--- src/rtl/cmp_pkg.sv ---
// Shared types for the sequential magnitude comparator: FSM state encoding
// and one-hot {lt, eq, gt} result constants.
package cmp_pkg;

    typedef enum logic [1:0] {
        IDLE,
        SCAN,
        DONE
    } state_e;

    localparam logic [2:0] CMP_LT = 3'b100;
    localparam logic [2:0] CMP_EQ = 3'b010;
    localparam logic [2:0] CMP_GT = 3'b001;

endpackage

--- src/rtl/chunk_compare.sv ---
// Combinational unsigned compare of one CHUNK-bit slice of each operand.
module chunk_compare #(
    parameter int unsigned CHUNK = 2
) (
    input  logic [CHUNK-1:0] x,
    input  logic [CHUNK-1:0] y,
    output logic             lt,
    output logic             eq,
    output logic             gt
);

    always_comb begin
        lt = (x < y);
        eq = (x == y);
        gt = (x > y);
    end

endmodule

--- src/rtl/seq_magnitude_compare.sv ---
// Multi-cycle magnitude comparator: scans captured operands CHUNK bits per
// cycle from the MSB chunk down and stops at the first differing chunk.
module seq_magnitude_compare
    import cmp_pkg::*;
#(
    parameter int unsigned WIDTH = 32,
    parameter int unsigned CHUNK = 2
) (
    input  logic                                  clk,
    input  logic                                  rst_n,
    input  logic                                  in_valid,
    output logic                                  in_ready,
    input  logic [WIDTH-1:0]                      a,
    input  logic [WIDTH-1:0]                      b,
    input  logic                                  signed_mode,
    output logic                                  out_valid,
    input  logic                                  out_ready,
    output logic                                  lt,
    output logic                                  eq,
    output logic                                  gt,
    output logic [$clog2(WIDTH/CHUNK+1)-1:0]      cycles
);

    localparam int unsigned N  = WIDTH / CHUNK;
    localparam int unsigned CW = $clog2(N + 1);
    localparam int unsigned KW = (N > 1) ? $clog2(N) : 1;

    if ((CHUNK < 1) || (WIDTH % CHUNK != 0)) begin : g_bad_params
        $error("seq_magnitude_compare: WIDTH must be a multiple of CHUNK");
    end

    state_e            state_q, state_d;
    logic [WIDTH-1:0]  a_q, a_d, b_q, b_d;
    logic [KW-1:0]     k_q, k_d;
    logic [CW-1:0]     cycles_q, cycles_d;
    logic [2:0]        res_q, res_d;
    logic [CHUNK-1:0]  x_sel, y_sel;
    logic              c_lt, c_eq, c_gt;

    always_comb begin
        x_sel = CHUNK'(a_q >> (CHUNK * k_q));
        y_sel = CHUNK'(b_q >> (CHUNK * k_q));
    end

    chunk_compare #(.CHUNK(CHUNK)) u_chunk (
        .x  (x_sel),
        .y  (y_sel),
        .lt (c_lt),
        .eq (c_eq),
        .gt (c_gt)
    );

    always_comb begin
        state_d  = state_q;
        a_d      = a_q;
        b_d      = b_q;
        k_d      = k_q;
        cycles_d = cycles_q;
        res_d    = res_q;
        case (state_q)
            IDLE: begin
                if (in_valid) begin
                    // Flipping both MSBs maps two's-complement order onto unsigned order.
                    a_d = a;
                    b_d = b;
                    if (signed_mode) begin
                        a_d[WIDTH-1] = ~a[WIDTH-1];
                        b_d[WIDTH-1] = ~b[WIDTH-1];
                    end
                    k_d      = KW'(N - 1);
                    cycles_d = '0;
                    res_d    = '0;
                    state_d  = SCAN;
                end
            end
            SCAN: begin
                cycles_d = cycles_q + 1'b1;
                if (!c_eq) begin
                    res_d   = c_lt ? CMP_LT : (c_gt ? CMP_GT : CMP_EQ);
                    state_d = DONE;
                end else if (k_q == '0) begin
                    res_d   = CMP_EQ;
                    state_d = DONE;
                end else begin
                    k_d = k_q - 1'b1;
                end
            end
            DONE: begin
                if (out_ready) begin
                    res_d   = '0;
                    state_d = IDLE;
                end
            end
            default: state_d = IDLE;
        endcase
    end

    always_ff @(posedge clk or negedge rst_n) begin
        if (!rst_n) begin
            state_q  <= IDLE;
            a_q      <= '0;
            b_q      <= '0;
            k_q      <= '0;
            cycles_q <= '0;
            res_q    <= '0;
        end else begin
            state_q  <= state_d;
            a_q      <= a_d;
            b_q      <= b_d;
            k_q      <= k_d;
            cycles_q <= cycles_d;
            res_q    <= res_d;
        end
    end

    always_comb begin
        in_ready  = (state_q == IDLE);
        out_valid = (state_q == DONE);
        lt        = (res_q == CMP_LT);
        eq        = (res_q == CMP_EQ);
        gt        = (res_q == CMP_GT);
        cycles    = cycles_q;
    end

endmodule

--- config.mk ---
export PLATFORM = sky130hd
export DESIGN_NAME = seq_magnitude_compare
export DESIGN_NICKNAME = d
export VERILOG_FILES = /design/src/rtl/cmp_pkg.sv /design/src/rtl/chunk_compare.sv /design/src/rtl/seq_magnitude_compare.sv
export SDC_FILE = /design/constraint.sdc
export NUM_CORES = 1
export LEC_CHECK = 0
export CORE_MARGIN = 4
export CORE_UTILIZATION = 30
export DETAILED_ROUTE_END_ITERATION = 10
export GPL_ROUTABILITY_DRIVEN = 0
export GPL_TIMING_DRIVEN = 0
export PLACE_DENSITY_LB_ADDON = 0.12
export RECOVER_POWER = 100
export SLEW_MARGIN = 20
export SYNTH_ARGS = -nofsm -noshare
export SYNTH_HDL_FRONTEND = slang
export SYNTH_SLANG_ARGS = --single-unit
--- constraint.sdc ---
create_clock -name clk -period 3.3 [get_ports clk]
set_input_delay 0.33 -clock clk [delete_from_list [all_inputs] [get_ports clk]]
set_output_delay 0.33 -clock clk [all_outputs]
set_load 0.03 [all_outputs]
* Word level (Yosys, flattened, before mapping)
Index checks and enable logic that the tools add are counted.
Operators by class: $add $sub $neg 2, multiply operators 0, div/mod/pow operators 0, $lt $le $gt $ge 2, eq/ne operators 11, shifts and indexed selects 2, multiplexer cells 20, bitwise logic cells 2, reduce and logical (&&, ||, !) cells 9
Operators with widths (count):
- >> shifter 32 x 5 -> 2 bit | 2
- 2-to-1 mux 3 bit | 5
- 2-to-1 mux 4 bit | 3
- 2-to-1 mux 2 bit | 5
- case mux 5 bit (2 select lines) | 1
- case mux 3 bit (3 select lines) | 1
- case mux 4 bit (2 select lines) | 1
- AND reduction 4 bit | 2
- inequality test 2 bit (second input constant) | 3
- case mux 2 bit (3 select lines) | 1
- adder 5 x 1 -> 5 bit (second input constant) | 1
- 2-to-1 mux 5 bit | 1
- logical NOT 4 bit | 1
- AND reduction 2 bit | 2
- subtractor 4 x 1 -> 4 bit (second input constant) | 1
- equality test 3 x 1 -> 1 bit (second input constant) | 1
- equality test 3 x 2 -> 1 bit (second input constant) | 1
- equality test 3 bit (second input constant) | 1
- inequality test 3 bit (second input constant) | 1
- AND reduction 3 bit | 1
- nonzero test 3 bit | 1
- equality test 2 x 1 -> 1 bit (second input constant) | 1
- equality test 2 bit | 1
- equality test 2 bit (second input constant) | 1
- 7 further kinds | 9
Storage, ports and cells: register bits 78, latch bits 0, RAM bits 0, ROM bits 0, bits of input ports 69, memories 0

* Logic depth before layout (Yosys ltp)
word-level depth 6, gate-level depth with buffers 11, mapped depth without buffers 9

* Modules after synthesis
Synthesis repeated with hierarchy kept, for this count alone.
Unflattened totals: cells, all modules 283, area total of the unflattened synthesis 3751.1 um^2
By module, submodules not included:
- seq_magnitude_compare | times used 1, cells each 274, area each 3688.5 um^2
- chunk_compare | times used 1, cells each 9, area each 62.6 um^2

* Worst setup path after synthesis
No wires, ideal clock.
kind register to register, start point register k_q[1], end point register k_q[2], library setup time 0.142 ns, arrival 2.339 ns, slack 0.820 ns, stages on the path, launching flop included 10, buffers on the path 1, period minus slack after synthesis 2.480 ns, cells stage by stage dfrtp_1 buf_6 mux4_2 o22ai_1 nor3_1 a221o_1 ha_1 nand2_1 nor3_1 a31oi_1
Between the ends: cells in the longest elaborated chain, start to end 4, elaborated cells on any way between the ends 11, those cells by class add/sub: 1; eq/ne: 3; shift: 2; mux: 3; reduce/logical: 2
Ends and longest elaborated chain:
- start: declaration | line seq_magnitude_compare.sv:34 | logic [KW-1:0] k_q, k_d;
- start signal: assignment | line seq_magnitude_compare.sv:110 | k_q <= k_d;
- >> shifter 32 x 5 -> 2 bit (tied with other cells) | line seq_magnitude_compare.sv:41 | x_sel = CHUNK'(a_q >> (CHUNK * k_q));
- equality test 2 bit or 2-to-1 mux 4 bit (tied branches) | line chunk_compare.sv:14, seq_magnitude_compare.sv:81
- inequality test 2 bit (no source line) or 2-to-1 mux 4 bit (tied branches)
- AND reduction 4 bit (no source line) or case mux 4 bit (2 select lines) (tied branches)
Several ways; a longest one is shown, not always the timed one. The select of a mux whose other input is x is not followed. A chain may end at the register's enable or synchronous reset.

* Worst setup path after layout
start point register k_q[2], end point register k_q[2]
The elaborated chain is that of the path after synthesis.

==> summary.md <==
| Metric | Value |
|---|---|
| Via count | approximately 2500 |
| Lkg Pwr | 2.02 nW |
| DRT Pass-1 Iters | 4 |
| Detail Route Antenna Nets | 0 |
| Crit. Startpoint | k_q[2]$_DFFE_PN0P_ |
| Worst EP required | ~3500 ps |
| RSZ-0062 raised after global routing | false |
| Worst Hold Launch | b_q[19]$_DFFE_PN0P_ |
| Worst setup SP type | register |
| Area Overhead vs Synth | 35.3% |
| RR Startpoint | k_q[2]$_DFFE_PN0P_ |
| IR drop worst, VDD | 269 µV |
| Clk sinks | around 80 |
| Crit Path Class | reg2reg |
| Sequential power share | between 30% and 40% |
| Inserted Clock Buffers | 9 |
| DIE AREA | 14000 µm² |
| Layout cells sized above 1 | between 10% and 20% |
| DRT iter0 DRCs | 70 |
| Synth Register Bits | between 70 and 80 |
| Failing checks | max-capacitance violations, max-slew violations |
| Share of the synthesized area in the top cell type | around 54% |
| Final Critical Period | 2920 ps |
| Setup TNS | 0 ps |
| Fin. Hold Viols | 0 |
| HPWL after detailed placement | between 6000 and 7000 µm |
| Ant. Diodes | 0 |
| Status | finished, violations left |
| # port buffers | 78 |
| GRT overflow | 0 |
| IO Pins | 79 |
| Worst Setup End Kind | register |
| Mean Syn Cell Area | around 14 µm² |
| Postcts setup bufs | 0 |
| Final nets | ~430 |
| Buffer and inverter count on the worst path | 2 |
| Commonest cells after routing, fill and taps aside | 78 x dfrtp_1, 67 x clkdlybuf4s50_1, 62 x mux2_1 |
| Placed insts | 486 |
| CTS Buffer Depth | 2 |
| Drc violations | 0 |
| Worst Max-Slew Pin Slew | 1730 ps |
| CORE AREA | between 10000 and 15000 µm² |
| Clock Skew | slightly below 8 ps |
| Synthesized cell area | ~3600 µm² |
| Pwr Total | about 0.0042 W |
| Crit Path Max Fanout | 10 |
| Setup-failing EPs final | 0 |
| Total wire length | ~8600 µm |
| Routed len/inst | roughly 17 µm |
| Final Max Tran Viols | 29 |
| Yosys warns | 0 |
| Initial antenna violation count | 0 |
| Slew HR | -15.4% |
| Post-synth cell types | 38 |
| Maxcap violations | 1 |
| CTS root buf | clkbuf_16 |
| Post-synth EDFFs | 0 |
| Initial Util | 31.2% |
| Post-synth net total | between 300 and 400 |
| Rows | 39 |
| Sequential share of the synthesized area | a little over half |
| Vias in the first global route | 2651 |
| Hold Crit Class | reg2reg |
| Ys flop type | dfrtp_1 |
| First-pass GRT wire length | 14200 µm |
| Sw frac | about 32% |
| Placed Area | between 4000 and 5000 µm² |
| CP cell instances | buf_2 -> buf_2 -> mux4_2 -> a221oi_1 -> ha_1 -> nand2_1 -> nor3_1 -> a31oi_1 |
| Most used cell, CP | buf_2 |
| Slowest-stage cell, CP | nor3_1 |
| Sw Pwr | about 0.0013 W |
| Part of the power in the clock network | between 20% and 30% |
| Via density | around 4.9 |
| Final hold slack | between 400 and 500 ps |
| Most common cell after layout, fill and taps aside | dfrtp_1 |
| Final Non-Filler Cells | ~500 |
| H-Tree Depth | 3 |
| Dominant cell type by area after synthesis | dfrtp_1 |
| Worst-Skew Late Latency | roughly 330 ps |
| CTS tree | built |
| CTS clk-pin slew, worst paths | about 60 ps |
| Die height | ~120 µm |
| Pint | around 0.0029 W |
| Gate power share | between 30 and 40% |
| Top post-synthesis cells by area | dfrtp_1 54%, mux2_1 19%, mux4_2 6.8% |
| Crit share post-route | 88.6% |
| Die width | between 100 and 150 µm |
| Worst stage delay on the critical path | 580 ps |
| Critical path's top delay family | simple AND/OR/NAND/NOR gates |
| Final Cell Area | around 4900 µm² |
| Pin count of the biggest net entering global routing | 51 |
| Pwr per Cell Area | between 800 and 900 nW/µm² |
| Async set-reset flop share out of synthesis | 100% |
| Gr usage total | roughly 13% |
| Crit path DAT | between 3000 and 4000 ps |
| Fmax | 0.342 GHz |
| Synthesized instance count | about 260 |
## timing repair
| action | CTS | global route |
|---|---|---|
| hold endpoints to repair | 28 | 0 |
| hold buffers | 1 | 0 |
| endpoints found under the setup margin | 0 | 3 |
| resized for setup | 0 | 2 |
## layout make-up
| type | instances | area, µm² |
|---|---|---|
| Clock inverter | 3 | 42.5 |
| Tap cell | 143 | 179 |
| Timing Repair Buffer | 80 | 812 |
| Buffer | 15 | 83.8 |
| Fill cell | 1175 | 6740 |
| Inverter | 4 | 15.0 |
| Sequential cell | 78 | 1950 |
| Multi-Input combinational cell | 167 | 1580 |
| Clock buffer | 13 | 260 |
## Yosys cell counts, types with 5 or more instances
cell,n
a211oi_1,5
mux4_2,11
dfrtp_1,78
nor3_1,10
nor2b_1,7
a21oi_1,7
nor2_1,8
mux2_1,62
buf_2,11
nand2_1,8
o21ai_0,7
## state kept, by name, summed over array words and instances, names as in the netlist
signal / cells
a_q: 32
b_q: 32
cycles: 5
k_q: 4
res_q: 3
state_q: 2
## path summary, 6_finish.rpt
check                                 endpoint  depth (start not counted)  slack (ps)
min reg2reg                b_q[19]$_DFFE_PN0P_                          1         470
min                        b_q[19]$_DFFE_PN0P_                          1         470
max in group asynchronous  b_q[10]$_DFFE_PN0P_                          2        1300
min in group asynchronous  b_q[15]$_DFFE_PN0P_                          2         990
max                         k_q[2]$_DFFE_PN0P_                          8         380
max reg2reg                 k_q[2]$_DFFE_PN0P_                          8         380
## kinds of logic after synthesis
| family | count (synthesis) | synth area share, % |
|---|---|---|
| compound gates | 34 | 6.25 |
| fa+ha+maj | 4 | 1.37 |
| flops | 78 | 53.6 |
| simple gates | 47 | 6.94 |
| xor+xnor | 4 | 0.962 |
| buf+inv | 19 | 2.95 |
| mux | 78 | 27.9 |
## through the flow
step | setup slack (ps) | utilization [%]
CTS | 176 | 42.4
finish | 376 | 42.2
detailed placement | 178 | 39.7
floorplan | 820 | -
global placement | -1030 | 39.5
global route | 152 | 42.2
## power groups by stage
stage | clock (W) | combinational, W | sequential [W]
3_5_place_dp | 0 | 0.00162 | 0.00165
6_report | 0.00101 | 0.00157 | 0.00163
4_1_cts | 0.00103 | 0.00163 | 0.00164
3_3_place_gp | 0 | 0.00159 | 0.00163
5_1_grt | 0.00108 | 0.00173 | 0.00169
2_1_floorplan | 0 | 0.00116 | 0.00158
## metal layers
metal / GRT usage, % / vias up / wire (µm)
met3: 3.63 / 12 / 333
met5: 0 / - / 0
met4: 4.18 / 0 / 148
met2: 21.5 / 51 / 4180
li1: - / 1165 / -
met1: 16.5 / 1246 / 3930
Note: power is estimated with default switching activity, not from simulation.
